[config.mk]
export PLATFORM = sky130hd
export DESIGN_NAME = xfer_seq_ctrl
export DESIGN_NICKNAME = d
export VERILOG_FILES = /design/src/rtl/xfer_seq_ctrl.sv
export SDC_FILE = /design/constraint.sdc
export NUM_CORES = 1
export LEC_CHECK = 0
export ABC_AREA = 0
export CORE_MARGIN = 1
export CORE_UTILIZATION = 50
export CTS_CLUSTER_SIZE = 24
export DETAILED_ROUTE_END_ITERATION = 12
export PLACE_DENSITY_LB_ADDON = 0.25
export SLEW_MARGIN = 15
export SYNTH_ARGS = -nofsm -noshare
export SYNTH_HDL_FRONTEND = slang
export SYNTH_SLANG_ARGS = --single-unit
[constraint.sdc]
create_clock -name clock -period 2.2 [get_ports clock]
set_input_delay 0.22 -clock clock [delete_from_list [all_inputs] [get_ports clock]]
set_output_delay 0.22 -clock clock [all_outputs]
set_load 0.02 [all_outputs]
[src/rtl/xfer_seq_ctrl.sv]
// Burst sequencer: moves a length-programmed run of beats from in_* to out_*
// through a 2-entry registered buffer, applying a per-burst transform.
module xfer_seq_ctrl #(
  parameter int DW = 23,
  parameter int BW = 5,
  parameter int PW = 3
) (
  input  logic          clock,
  input  logic          reset_n,
  input  logic          kill,
  input  logic          hold,
  input  logic          start,
  input  logic [BW-1:0] len,
  input  logic [1:0]    mode,
  input  logic [DW-1:0] in_data,
  input  logic          in_valid,
  output logic          in_ready,
  output logic [DW-1:0] out_data,
  output logic          out_valid,
  input  logic          out_ready,
  output logic [BW-1:0] beat_cnt,
  output logic [PW-1:0] phase,
  output logic          busy,
  output logic          done,
  output logic          err
);
  typedef enum logic [1:0] {IDLE, RUN, DRAIN, DONE} state_t;

  state_t        state_q, state_d;
  logic [BW-1:0] len_q, len_d, beat_cnt_q, beat_cnt_d, beat_inc;
  logic [1:0]    mode_q, mode_d, cnt_q, cnt_d;
  logic [DW-1:0] head_q, head_d, tail_q, tail_d, first_q, first_d, push_data;
  logic [PW-1:0] phase_q, phase_d;
  logic          in_ready_q, in_ready_d, out_valid_q, out_valid_d;
  logic          busy_q, busy_d, done_q, done_d, err_q, err_d;
  logic          accept, pop;

  always_comb begin
    state_d     = state_q;
    len_d       = len_q;
    mode_d      = mode_q;
    beat_cnt_d  = beat_cnt_q;
    cnt_d       = cnt_q;
    head_d      = head_q;
    tail_d      = tail_q;
    first_d     = first_q;
    phase_d     = phase_q;
    err_d       = 1'b0;
    done_d      = 1'b0;
    // in_ready is registered, so a hold raised this cycle must still block the accept
    accept      = (state_q == RUN) && in_valid && in_ready_q && !hold;
    pop         = out_valid_q && out_ready;
    beat_inc    = beat_cnt_q + 1'b1;

    if (mode_q[1])      push_data = (beat_cnt_q == '0) ? in_data : first_q;
    else if (mode_q[0]) push_data = ~in_data;
    else                push_data = in_data;
    if (accept && beat_cnt_q == '0) first_d = in_data;

    case (cnt_q)
      2'd0: if (accept) begin
        head_d = push_data;
        cnt_d  = 2'd1;
      end
      2'd1: begin
        if (accept && pop) head_d = push_data;
        else if (accept) begin
          tail_d = push_data;
          cnt_d  = 2'd2;
        end else if (pop) cnt_d = 2'd0;
      end
      default: if (pop) begin
        head_d = tail_q;
        if (accept) tail_d = push_data;
        else        cnt_d  = 2'd1;
      end
    endcase

    case (state_q)
      IDLE: if (start && !hold) begin
        if (len == '0) err_d = 1'b1;
        else begin
          state_d    = RUN;
          len_d      = len;
          mode_d     = mode;
          beat_cnt_d = '0;
        end
      end
      RUN: if (accept) begin
        beat_cnt_d = beat_inc;
        if (beat_inc == len_q) state_d = DRAIN;
      end
      DRAIN: if (!hold && cnt_q == 2'd0) begin
        state_d = DONE;
        done_d  = 1'b1;
        phase_d = phase_q + 1'b1;
      end
      default: if (!hold) state_d = IDLE;
    endcase

    if (kill) begin
      state_d    = IDLE;
      cnt_d      = 2'd0;
      beat_cnt_d = '0;
      phase_d    = phase_q;
      done_d     = 1'b0;
      err_d      = (state_q != IDLE);
    end

    in_ready_d  = (state_d == RUN) && !hold && (cnt_d != 2'd2);
    out_valid_d = (cnt_d != 2'd0);
    busy_d      = (state_d != IDLE);
  end

  always_ff @(posedge clock) begin
    if (!reset_n) begin
      state_q     <= IDLE;
      len_q       <= '0;
      mode_q      <= '0;
      beat_cnt_q  <= '0;
      cnt_q       <= '0;
      head_q      <= '0;
      tail_q      <= '0;
      first_q     <= '0;
      phase_q     <= '0;
      in_ready_q  <= 1'b0;
      out_valid_q <= 1'b0;
      busy_q      <= 1'b0;
      done_q      <= 1'b0;
      err_q       <= 1'b0;
    end else begin
      state_q     <= state_d;
      len_q       <= len_d;
      mode_q      <= mode_d;
      beat_cnt_q  <= beat_cnt_d;
      cnt_q       <= cnt_d;
      head_q      <= head_d;
      tail_q      <= tail_d;
      first_q     <= first_d;
      phase_q     <= phase_d;
      in_ready_q  <= in_ready_d;
      out_valid_q <= out_valid_d;
      busy_q      <= busy_d;
      done_q      <= done_d;
      err_q       <= err_d;
    end
  end

  assign in_ready  = in_ready_q;
  assign out_data  = head_q;
  assign out_valid = out_valid_q;
  assign beat_cnt  = beat_cnt_q;
  assign phase     = phase_q;
  assign busy      = busy_q;
  assign done      = done_q;
  assign err       = err_q;
endmodule

* Yosys cells after proc, flatten, opt, wreduce, memory -nomap -nowiden
Index checks and enable logic that the tools add are counted.
** Operators by class
- Add/sub/neg operators :: 2
- Muxes and demuxes :: 36
- Bitwise gates (word level) :: 6
- Eq/ne operators :: 12
- Reduce and logical (&&, ||, !) cells :: 28
** Operators by type and width (number)
- $mux 23 :: 9
- $pmux 23 s2 :: 2
- $mux 2 :: 14
- $not 23->23 :: 1
- $mux 5 :: 3
- $ne 2x2->1 const B :: 7
- $reduce_and 3->1 :: 4
- $logic_and 1x1->1 :: 10
- $logic_not 5->1 :: 2
- $pmux 5 s2 :: 1
- $reduce_bool 2->1 :: 5
- $eq 2x1->1 const B :: 3
- $pmux 2 s3 :: 1
- $add 5x1->5 const B :: 1
- $eq 5x5->1 :: 1
- $mux 1 :: 5
- $not 1->1 :: 5
- $logic_not 2->1 :: 2
- $pmux 2 s2 :: 1
- $reduce_and 4->1 :: 1
- $add 3x1->3 const B :: 1
- $reduce_bool 3->1 :: 1
- $reduce_or 3->1 :: 1
- $eq 2x2->1 const B :: 1
- 2 further kinds :: 2
** Storage, ports and cells
- Bits in registers :: 93
- Input bits :: 37
- Logic and storage cells :: 98
- Output and inout bits :: 36

* Longest topological paths before layout
Gate-level depths: netlist (run 1).
- Depth in word-level cells :: 10
- Gate-level depth with buffers :: 9
- Gate-level depth less buffers :: 7

* Least setup slack after synthesis (run 1)
No wires, ideal clock.
- Path kind :: register -> register
- From :: register beat_cnt_q[0] (netlist: beat_cnt[0])
- To :: register head_q[18] (netlist: out_data[18])
- Buffers on the path :: 2
- Path slack :: 0.098 ns
- Data arrival time :: 1.969 ns
- Stages on the path, launching flop included :: 10
- Cells stage by stage :: dfxtp_1 inv_1 ha_1 or4b_1 buf_2 and2_4 buf_6 a221oi_2 nor2b_1 o22ai_1
** On the way
- Cells in the longest elaborated chain, start to end :: 5
- Elaborated cells between the ends (all ways) :: 6
** Ends and longest elaborated chain
- start, declared :: RTL line 30 : logic [BW-1:0] len_q, len_d, beat_cnt_q, beat_cnt_d, beat_inc;
- start signal, assigned :: RTL line 135 : beat_cnt_q <= beat_cnt_d;
- $logic_not 5->1 (*) :: RTL line 55 : if (mode_q[1]) push_data = (beat_cnt_q == '0) ? in_data : first_q;
- $mux 23 (*) (2 in series) :: RTL line 55
- $mux 23, on equally long branches :: RTL line 66, 61
- $pmux 23 s2 (*) :: RTL line 60 : case (cnt_q)
- end signal, assigned :: RTL line 122 : head_q <= '0;
- end signal, assigned :: RTL line 137 : head_q <= head_d;
- end, declared :: RTL line 32 : logic [DW-1:0] head_q, head_d, tail_q, tail_d, first_q, first_d, push_data;
Every way passes the cells marked *; elsewhere a longest branch is shown, timed or not. The select of a mux whose other input is x is not followed.
A chain may end at the register's enable or synchronous reset.

* Worst setup path after layout (run 1)
- From :: register beat_cnt_q[0] (netlist: beat_cnt[0])
- To :: register head_q[13] (netlist: out_data[13])
Same word-level chain as after synthesis.

==> run metrics, run 1 <==
pwr/cell area 573 nW/um^2; Die Height 95.7 um; RSZ-0062 raised after global routing false; initial antenna violation count 0; number of global-route vias before repair 3,706; Post-Syn Instances 504; via count 3,807; port bufs 72; xor/xnor share of the synthesized area 0.0160; fin area 5510 um^2; CTS tree built; Setup-failing EPs final 0; Distinct cells, synth 50; Synth Warn # 0; largest family of logic cells by synthesized area compound AO/OA/AOI/OAI gates; Post-synth EDFFs 0; Fin. Hold Viols 0; area of the die 9150 um^2; core area 8340 um^2; register area share after synthesis 0.424; count of cells resized by post-cts repair 0; fraction of layout cells with a size suffix above 1 0.111; Post-CTS Setup Repair Bufs 0; Slew @ Worst Pin approximately 0.49 ns; status finished, final reports clean; max-cap viol count 0; Synth Cell Area 4390 um^2; Crit Path Category reg2reg; Starting Density 0.526; Max-slew headroom 0.670; TNS Setup 0 ns; post-synthesis mux area share 0.0570; CTS sink cnt 93; async set-reset flop share out of synthesis 0; CP Cell Sequence inv_1 -> ha_1 -> or4b_4 -> and2_4 -> a221oi_2 -> nor2b_1 -> o22ai_1; Max VDD drop about 0.00032 V; vias per cell about 5.6; most frequent cells in the layout dfxtp_1, nor2_1, clkdlybuf4s50_1; WL/cell 15.0 um; TritonCTS Buffers 9; I/O pin cnt 73; global-route wire length before repair 17.3 mm; Worst Path Buf+Inv 1; #FFs+latches synth 93; Die Wd 95.7 um; Rows 33; fraction of the mapped netlist area in compound gates 0.232; slowest cell delay on critical path approximately 0.50 ns; f_max 0.492 GHz; Skew-Pair Late Insertion Delay between 0.3 and 0.4 ns; ys flop type dfxtp_1; delay-heaviest family, CP simple AND/OR/NAND/NOR gates; fin. max-slew vios 0; synthesized-area fraction occupied by adder cells 0.00856; Final #Nets slightly above 600; CP max-delay cell or4b_4; largest net degree at the start of global routing 50; Worst-path clk slew about 0.09 ns; Worst Path Max Fanout 11; Simple-Gate Fraction of Synth Area 0.217; post-place instance area 5300 um^2; Hold Path Class in2reg; Tcrit/Tclk final 0.924; leak pwr 1.92 nW; Antenna diodes 0; routed wire length 10.2 mm; P&R area growth vs syn 25.6%; syn_nets 544; clk_skew 0.0105 ns; DRT iter0 DRCs around 130; type of element launching the critical path flip-flop; RePlAce Congestion 0.795; CP arrival around 2.3 ns; Crit. End Element flip-flop; dpl hpwl 7.01 mm; GRT Total Usage 0.241; root buffer selected by CTS clkbuf_8; Post-CTS Hold Buffers 0; drt first pass iters 5; # DRC 0; Max Buffers Root-to-Sink 2; most common cell after layout, fill and taps aside dfxtp_1; Synth Area per Inst 8.70 um^2; Crit path required time ~2.4 ns; depth of the CTS H-tree 3; Antenna Nets Post-Route 0; Remaining Overflow, GRT 0; min Tclk post-route between 2 and 2.5 ns
[cells in the mapped netlist (all sizes together), types with 2 or more instances]
master / number / area, um^2
dfxtp: 93 / 1860
nor2: 75 / 284
nand2: 47 / 176
a21oi: 30 / 150
mux2i: 25 / 250
o21a: 24 / 180
clkbuf: 23 / 86.3
o21ai: 23 / 115
and2: 17 / 109
nand3: 16 / 80.1
buf: 14 / 90.1
nor2b: 14 / 87.6
nand2b: 13 / 81.3
a211oi: 12 / 90.1
o221ai: 12 / 168
a221oi: 11 / 159
o22ai: 11 / 68.8
inv: 5 / 18.8
xnor2: 4 / 35.0
xor2: 4 / 35.0
a22oi: 3 / 22.5
ha: 3 / 37.5
nor3: 3 / 15.0
a21o: 2 / 15.0
nand3b: 2 / 15.0
nor3b: 2 / 15.0
nor4: 2 / 12.5
or3: 2 / 12.5
[power breakdown]
part           switching (mW)  leakage, nW  internal, mW
Clock                   0.576        0.104         0.590
Combinational           0.141         1.06         0.149
Sequential            0.00855        0.750          1.69
Total                   0.725         1.92          2.43
[registers in the layout (all words and copies together), names as in the netlist]
register	count
beat_cnt	5
busy	1
cnt_q	2
done	1
err	1
first_q	23
in_ready	1
len_q	5
mode_q	2
out_data	23
out_valid	1
phase	3
state_q	2
tail_q	23
[cell type report]
type,count,area (um^2)
Inverter,5,18.8
Clock inverter,3,43.8
Clock buffer,13,159
Multi-Input combinational cell,369,2330
Sequential cell,93,1860
Fill cell,715,2830
Timing Repair Buffer,94,961
Tap cell,105,131
[cell families after synthesis]
logic type / Yosys count
multiplexers: 25
AND/OR/NAND/NOR: 200
AO/OA/AOI/OAI: 133
XOR/XNOR: 8
buffers and inverters: 42
flip-flops: 93
adder cells (fa/ha/maj): 3
[through the flow]
stage / cells / util / power (mW) / hold WS [ns] / setup WS (ns)
finish: 682 / 0.661 / 3.15 / 0.438 / 0.168
global route: 682 / 0.661 / 3.26 / 0.436 / 0.0769
CTS: 682 / 0.660 / 3.17 / 0.430 / 0.111
detailed placement: 666 / 0.636 / 2.03 / 0.463 / 0.153
global placement: 666 / 0.636 / 2.02 / 0.465 / 0.193
floorplan: 504 / - / 1.89 / 0.317 / 0.0978
[tightest hold or removal path, cell delays in order]
cell and delay [ns]:
clkdlybuf4s50_1 0.41, nand2_1 0.06, a21oi_1 0.05
[path summary, 6_finish.rpt]
| path | start | endpoint | slack, ns | depth (start not counted) |
|---|---|---|---|---|
| setup / recovery | beat_cnt[0] | out_data[13] | 0.17 | 7 |
| hold / removal | len[4] | len_q[4] | 0.44 | 3 |
| setup reg to reg | beat_cnt[0] | out_data[13] | 0.17 | 7 |
| hold reg to reg | out_data[17] | out_data[17] | 0.48 | 2 |
[routing by layer]
layer	GRT usage	wire length, um	vias up
met3	0.0439	487	10
met4	0.0821	121	0
met5	0	0	-
li1	-	-	1910
met2	0.396	4800	92
met1	0.318	4820	1795
Note: power is estimated with default switching activity, not from simulation.
==> run 2, diff against run 1 <==
- CORE_MARGIN: 1 -> 3
==> run 2 against run 1 <==
Sequential power is essentially flat. Via count shrank 0.71%. Setup slack lost 0.024 ns. Design area shrank 0.30%. Clock power shrank 8%. Critical path depth is the same. Global-route usage shrank 3.0 points. Final cell count grew 0.29%. Worst hold slack gained 0.011 ns. Clock skew grew 0.0020 ns. Non-clock buffer count grew 2. Total power shrank 2.5%. Critical path type unchanged.
==> run metrics, run 2 (synthesized netlist as in run 1, its figures left out) <==
RePlAce Congestion 0.824; I/O pin cnt 73; Skew-Pair Late Insertion Delay 0.36 ns; largest net degree at the start of global routing 50; TritonCTS Buffers 9; final setup margin 0.143 ns; Max VDD drop 0.000392 V; core area about 8400 um^2; CP Cell Sequence inv_1 -> ha_1 -> or4b_1 -> and2_4 -> a221oi_2 -> nor2b_1 -> o22ai_1; f_max 0.486 GHz; hold path depth 3; Post-CTS Hold Buffers 0; type of element launching the critical path flip-flop; Antenna diodes 0; number of global-route vias before repair 3,533; Final Util 0.655; Worst Path Buf+Inv 1; root buffer selected by CTS clkbuf_8; Slew @ Worst Pin 0.488 ns; CP max-delay cell or4b_1; Tcrit/Tclk final 0.935; Hold Path Class in2reg; port bufs 72; WL/cell 15.1 um; # DRC 0; Starting Density 0.523; CP arrival approximately 2.3 ns; reg-to-reg critical path endpoint out_data[15]; Die Height roughly 100 um; dpl ws between 0.05 and 0.06 ns; pwr/cell area 560 nW/um^2; Max Buffers Root-to-Sink 2; Multi-input gate area between 2000 and 2500 um^2; max-cap viol count 0; fin area 5490 um^2; flip-flop and latch area 1860 um^2; reg-to-reg slack, setup 0.14 ns; Worst Path Max Fanout 11; Rows 33; FF-to-FF path depth 7; Crit. End Element flip-flop; dpl hpwl slightly above 7 mm; Hold Path Origin len[4]; GRT Total Usage 0.211; Max-slew headroom 0.675; Final #Nets about 600; Die Wd between 90 and 100 um; initial antenna violation count 0; Worst-path clk slew around 0.1 ns; RSZ-0062 raised after global routing false; most frequent cells in the layout dfxtp_1, nor2_1, clkdlybuf4s50_1; Setup-failing EPs final 0; post-place instance area 5310 um^2; leak pwr ~1.9 nW; fin. max-slew vios 0; metal2 WL ~4.7 mm; Hold Path End len_q[4]; filler instances 682; most common cell after layout, fill and taps aside dfxtp_1; vias per cell 5.53; TNS Setup 0 ns; depth of the CTS H-tree 3; CTS sink cnt 93; via count ~3,800; Fin. Hold Viols 0; status finished, final reports clean; clk_skew 0.0125 ns; routed wire length 10.3 mm; DRT iter0 DRCs 102; area of the die about 10000 um^2; Crit path required time 2.44 ns; global-route wire length before repair 17.1 mm; Crit Path Category reg2reg; Antenna Nets Post-Route 0; slowest cell delay on critical path 0.54 ns; drt first pass iters 4; total power 3.07 mW; M1 wire length 5.04 mm; CTS tree built; metal3 WL about 440 um; min Tclk post-route 2.06 ns; Max Used Layer met4; delay-heaviest family, CP simple AND/OR/NAND/NOR gates; Remaining Overflow, GRT 0; Reg2Reg Launch Point beat_cnt[0]; P&R area growth vs syn 25.2%; fraction of layout cells with a size suffix above 1 0.117
run 2: final cells by class:
cell class                      count  area share
Sequential cell                    93       0.339
Clock buffer                        9      0.0226
Multi-Input combinational cell    369       0.425
Tap cell                          105      0.0239
Clock inverter                      7      0.0105
Inverter                            5     0.00342
Timing Repair Buffer               96       0.175
run 2: worst max-delay path by stage:
| stage | slack [ns] | startpoint | depth (start not counted) | to |
|---|---|---|---|---|
| 5_1_grt | 0.008 | beat_cnt[1] | 7 | out_data[13] |
| 4_1_cts | 0.1 | beat_cnt[0] | 7 | out_data[11] |
| 2_1_floorplan | 0.1 | beat_cnt[0] | 9 | out_data[18] |
| 3_3_place_gp | 0.14 | beat_cnt[1] | 7 | out_data[11] |
| 6_report | 0.14 | beat_cnt[0] | 7 | out_data[15] |
| 3_5_place_dp | 0.05 | len[1] | 6 | mode_q[1] |
run 2: metal layers:
layer | GRT usage | vias to the layer above
li1 | - | 1918
met1 | 0.300 | 1773
met2 | 0.327 | 78
met3 | 0.0372 | 11
met4 | 0.0651 | 0
met5 | 0 | -
run 2: repair_timing:
action                     CTS  global route
resized for setup            0             1
setup endpoints to repair    0             1
buffers inserted             0             0
run 2: stage by stage:
step	instances	hold WS, ns
3_5_place_dp	668	0.457
4_1_cts	684	0.436
6_report	684	0.449
5_1_grt	684	0.485
3_3_place_gp	668	0.459
2_1_floorplan	504	0.317
run 2: power by group:
part	internal [mW]	total [mW]	leakage, nW	switching (mW)
Sequential	1.69	1.70	0.750	0.00934
Combinational	0.149	0.290	1.08	0.142
Clock	0.429	1.08	0.0886	0.653
Total	2.27	3.07	1.91	0.804
run 2: worst register-to-register path: stages (launching register included):
cell and delay (ns):
dfxtp_1 0.32, inv_1 0.05, ha_1 0.12, or4b_1 0.54
and2_4 0.28, a221oi_2 0.36, nor2b_1 0.18, o22ai_1 0.09
==> run 3, diff against run 2 <==
- CELL_PAD_IN_SITES_DETAIL_PLACEMENT: default -> 2
- CELL_PAD_IN_SITES_GLOBAL_PLACEMENT: default -> 2
- CORE_UTILIZATION: 50 -> 32
- SETUP_SLACK_MARGIN: default -> 0.5
==> run 3 against run 2 <==
Via count rose by 8.4%. Clock power rose by 42%. Total power rose by 17%. Design area rose by 13%. Critical path depth did not move. Clock skew fell by 0.0065 ns. Global-route usage fell by 0.43 points. Combinational power rose by 27%. Final cell count rose by 13%. Setup slack got worse by 0.014 ns. Die area rose by 53%. Critical path type unchanged. Critical endpoint is now first_q[1]. Highest routed layer unchanged.
==> run metrics, run 3 (synthesized netlist as in run 1, its figures left out) <==
CP Cell Sequence inv_2 -> ha_4 -> or4b_4 -> nor2_2 -> buf_8 -> mux2i_1 -> nor2_1; most frequent cells in the layout dfxtp_1, nor2_1, clkdlybuf4s50_1; reg-to-reg slack, setup 0.13 ns; RSZ-0062 raised after global routing true; vias per cell 5.30; port bufs 72; fin area 6190 um^2; Hold Path Origin len[4]; # DRC 0; clk_skew 0.00600 ns; Max Buffers Root-to-Sink 2; hold_ws 0.191 ns; Post-CTS Hold Buffers 0; Crit Path Category reg2reg; Rows 42; leak pwr 2.21 nW; Hold Path Class in2reg; Die Height 123 um; global-route wire length before repair ~24 mm; status finished, final reports clean; pwr/cell area 582 nW/um^2; f_max ~0.48 GHz; reg-to-reg critical path endpoint first_q[1]; depth of the CTS H-tree 3; CP arrival 2.27 ns; delay-heaviest family, CP simple AND/OR/NAND/NOR gates; Reg2Reg Launch Point beat_cnt[0]; Hold Path End len_q[4]; dpl hpwl 9.53 mm; GRT Total Usage 0.207; I/O pin cnt 73; CTS tree built; FF-to-FF path depth 7; Setup-failing EPs final 0; largest net degree at the start of global routing 47; TritonCTS Buffers 9; most common cell after layout, fill and taps aside dfxtp_1; Worst Path Max Fanout 12; RePlAce Congestion 0.777; Crit path required time ~2.4 ns; Slew @ Worst Pin ~0.87 ns; Crit. End Element flip-flop; number of global-route vias before repair about 4,400; slowest cell delay on critical path between 0.5 and 0.6 ns; CP max-delay cell or4b_4; core area 13,300 um^2; post-place instance area 5400 um^2; Antenna Nets Post-Route 0; P&R area growth vs syn 41.1%; routed wire length 16.4 mm; Max-slew headroom 0.417; Starting Density 0.329; CTS sink cnt slightly above 90; WL/cell 21.2 um; Tcrit/Tclk final 0.941; Fin. Hold Viols 0; Remaining Overflow, GRT 0; Skew-Pair Late Insertion Delay 0.35 ns; TNS Setup 0 ns; max-cap viol count 0; Worst-path clk slew 0.07 ns; type of element launching the critical path flip-flop; fraction of layout cells with a size suffix above 1 0.186; Max VDD drop 0.000320 V; min Tclk post-route 2.07 ns; Final #Nets 631; Die Wd about 120 um; fin. max-slew vios 0; initial antenna violation count 1; area of the die 15,100 um^2; Worst Path Buf+Inv 2; hold path depth 3; drt first pass iters 4; DRT iter0 DRCs 210; root buffer selected by CTS clkbuf_16; total power ~3.6 mW; via count between 4,000 and 5,000
run 3: changes by cell type in the layout (fill, tap and decap cells not counted), sizes merged:
cell / before / now
buf: 24 / 39
inv: 9 / 7
clkinv: 1 / 3
dlymetal6s2s: 0 / 7
and2: 17 / 18
clkdlybuf4s50: 72 / 65
clkbuf: 9 / 11
clkinvlp: 2 / 0
diode: 0 / 1
a21o: 2 / 3
run 3: per-stage QoR:
step | utilization | setup WS (ns) | cells
2_1_floorplan | - | 0.218 | 504
3_3_place_gp | 0.404 | 0.0688 | 737
3_5_place_dp | 0.404 | -0.00482 | 737
4_1_cts | 0.446 | 0.173 | 763
5_1_grt | 0.464 | 0.0856 | 773
6_report | 0.464 | 0.129 | 773
run 3: report_power, final:
part | switching [mW] | internal, mW | leakage, nW
clock network | 0.726 | 0.802 | 0.140
registers | 0.0134 | 1.69 | 0.753
logic | 0.185 | 0.182 | 1.31
total | 0.925 | 2.67 | 2.21
run 3: worst max path at each step:
stage | start | to | slack, ns | depth (start not counted)
final | beat_cnt[0] | first_q[1] | 0.13 | 7
after global routing | beat_cnt[0] | out_data[14] | 0.09 | 8
after CTS | beat_cnt[0] | out_data[17] | 0.17 | 7
after detailed placement | beat_cnt[1] | tail_q[2] | -0.005 | 7
after global placement | beat_cnt[1] | out_data[22] | 0.07 | 7
after floorplan | beat_cnt[0] | out_data[18] | 0.22 | 9
run 3: cell type report:
cell class	count	area, um^2
Multi-Input combinational cell	371	2700
Fill cell	1404	7160
Timing Repair Buffer	111	1100
Sequential cell	93	1870
Clock inverter	5	32.5
Clock buffer	11	243
Antenna cell	1	2.50
Tap cell	176	220
Inverter	5	18.8
run 3: worst min-delay path, stage by stage:
cell            delay (ns)
dlymetal6s2s_1        0.14
nand2_1               0.06
a21oi_1               0.06
run 3: timing repair:
item / in CTS / in global routing
resized for setup: 33 / 34
buffers inserted: 7 / 9
cloned: 3 / 0
pin swaps: 9 / 10
endpoints found under the setup margin: 77 / 87
endpoints found under the hold margin: 0 / 0
run 3: routing by layer:
| metal | global-route usage | part of all wire | vias up | routed length, um |
|---|---|---|---|---|
| li1 | - | - | 1951 | - |
| met1 | 0.260 | 0.43 | 2058 | 7060 |
| met4 | 0.0644 | 0.021 | 0 | 341 |
| met2 | 0.369 | 0.52 | 70 | 8590 |
| met3 | 0.0265 | 0.025 | 18 | 418 |
| met5 | 0 | 0 | - | 0 |
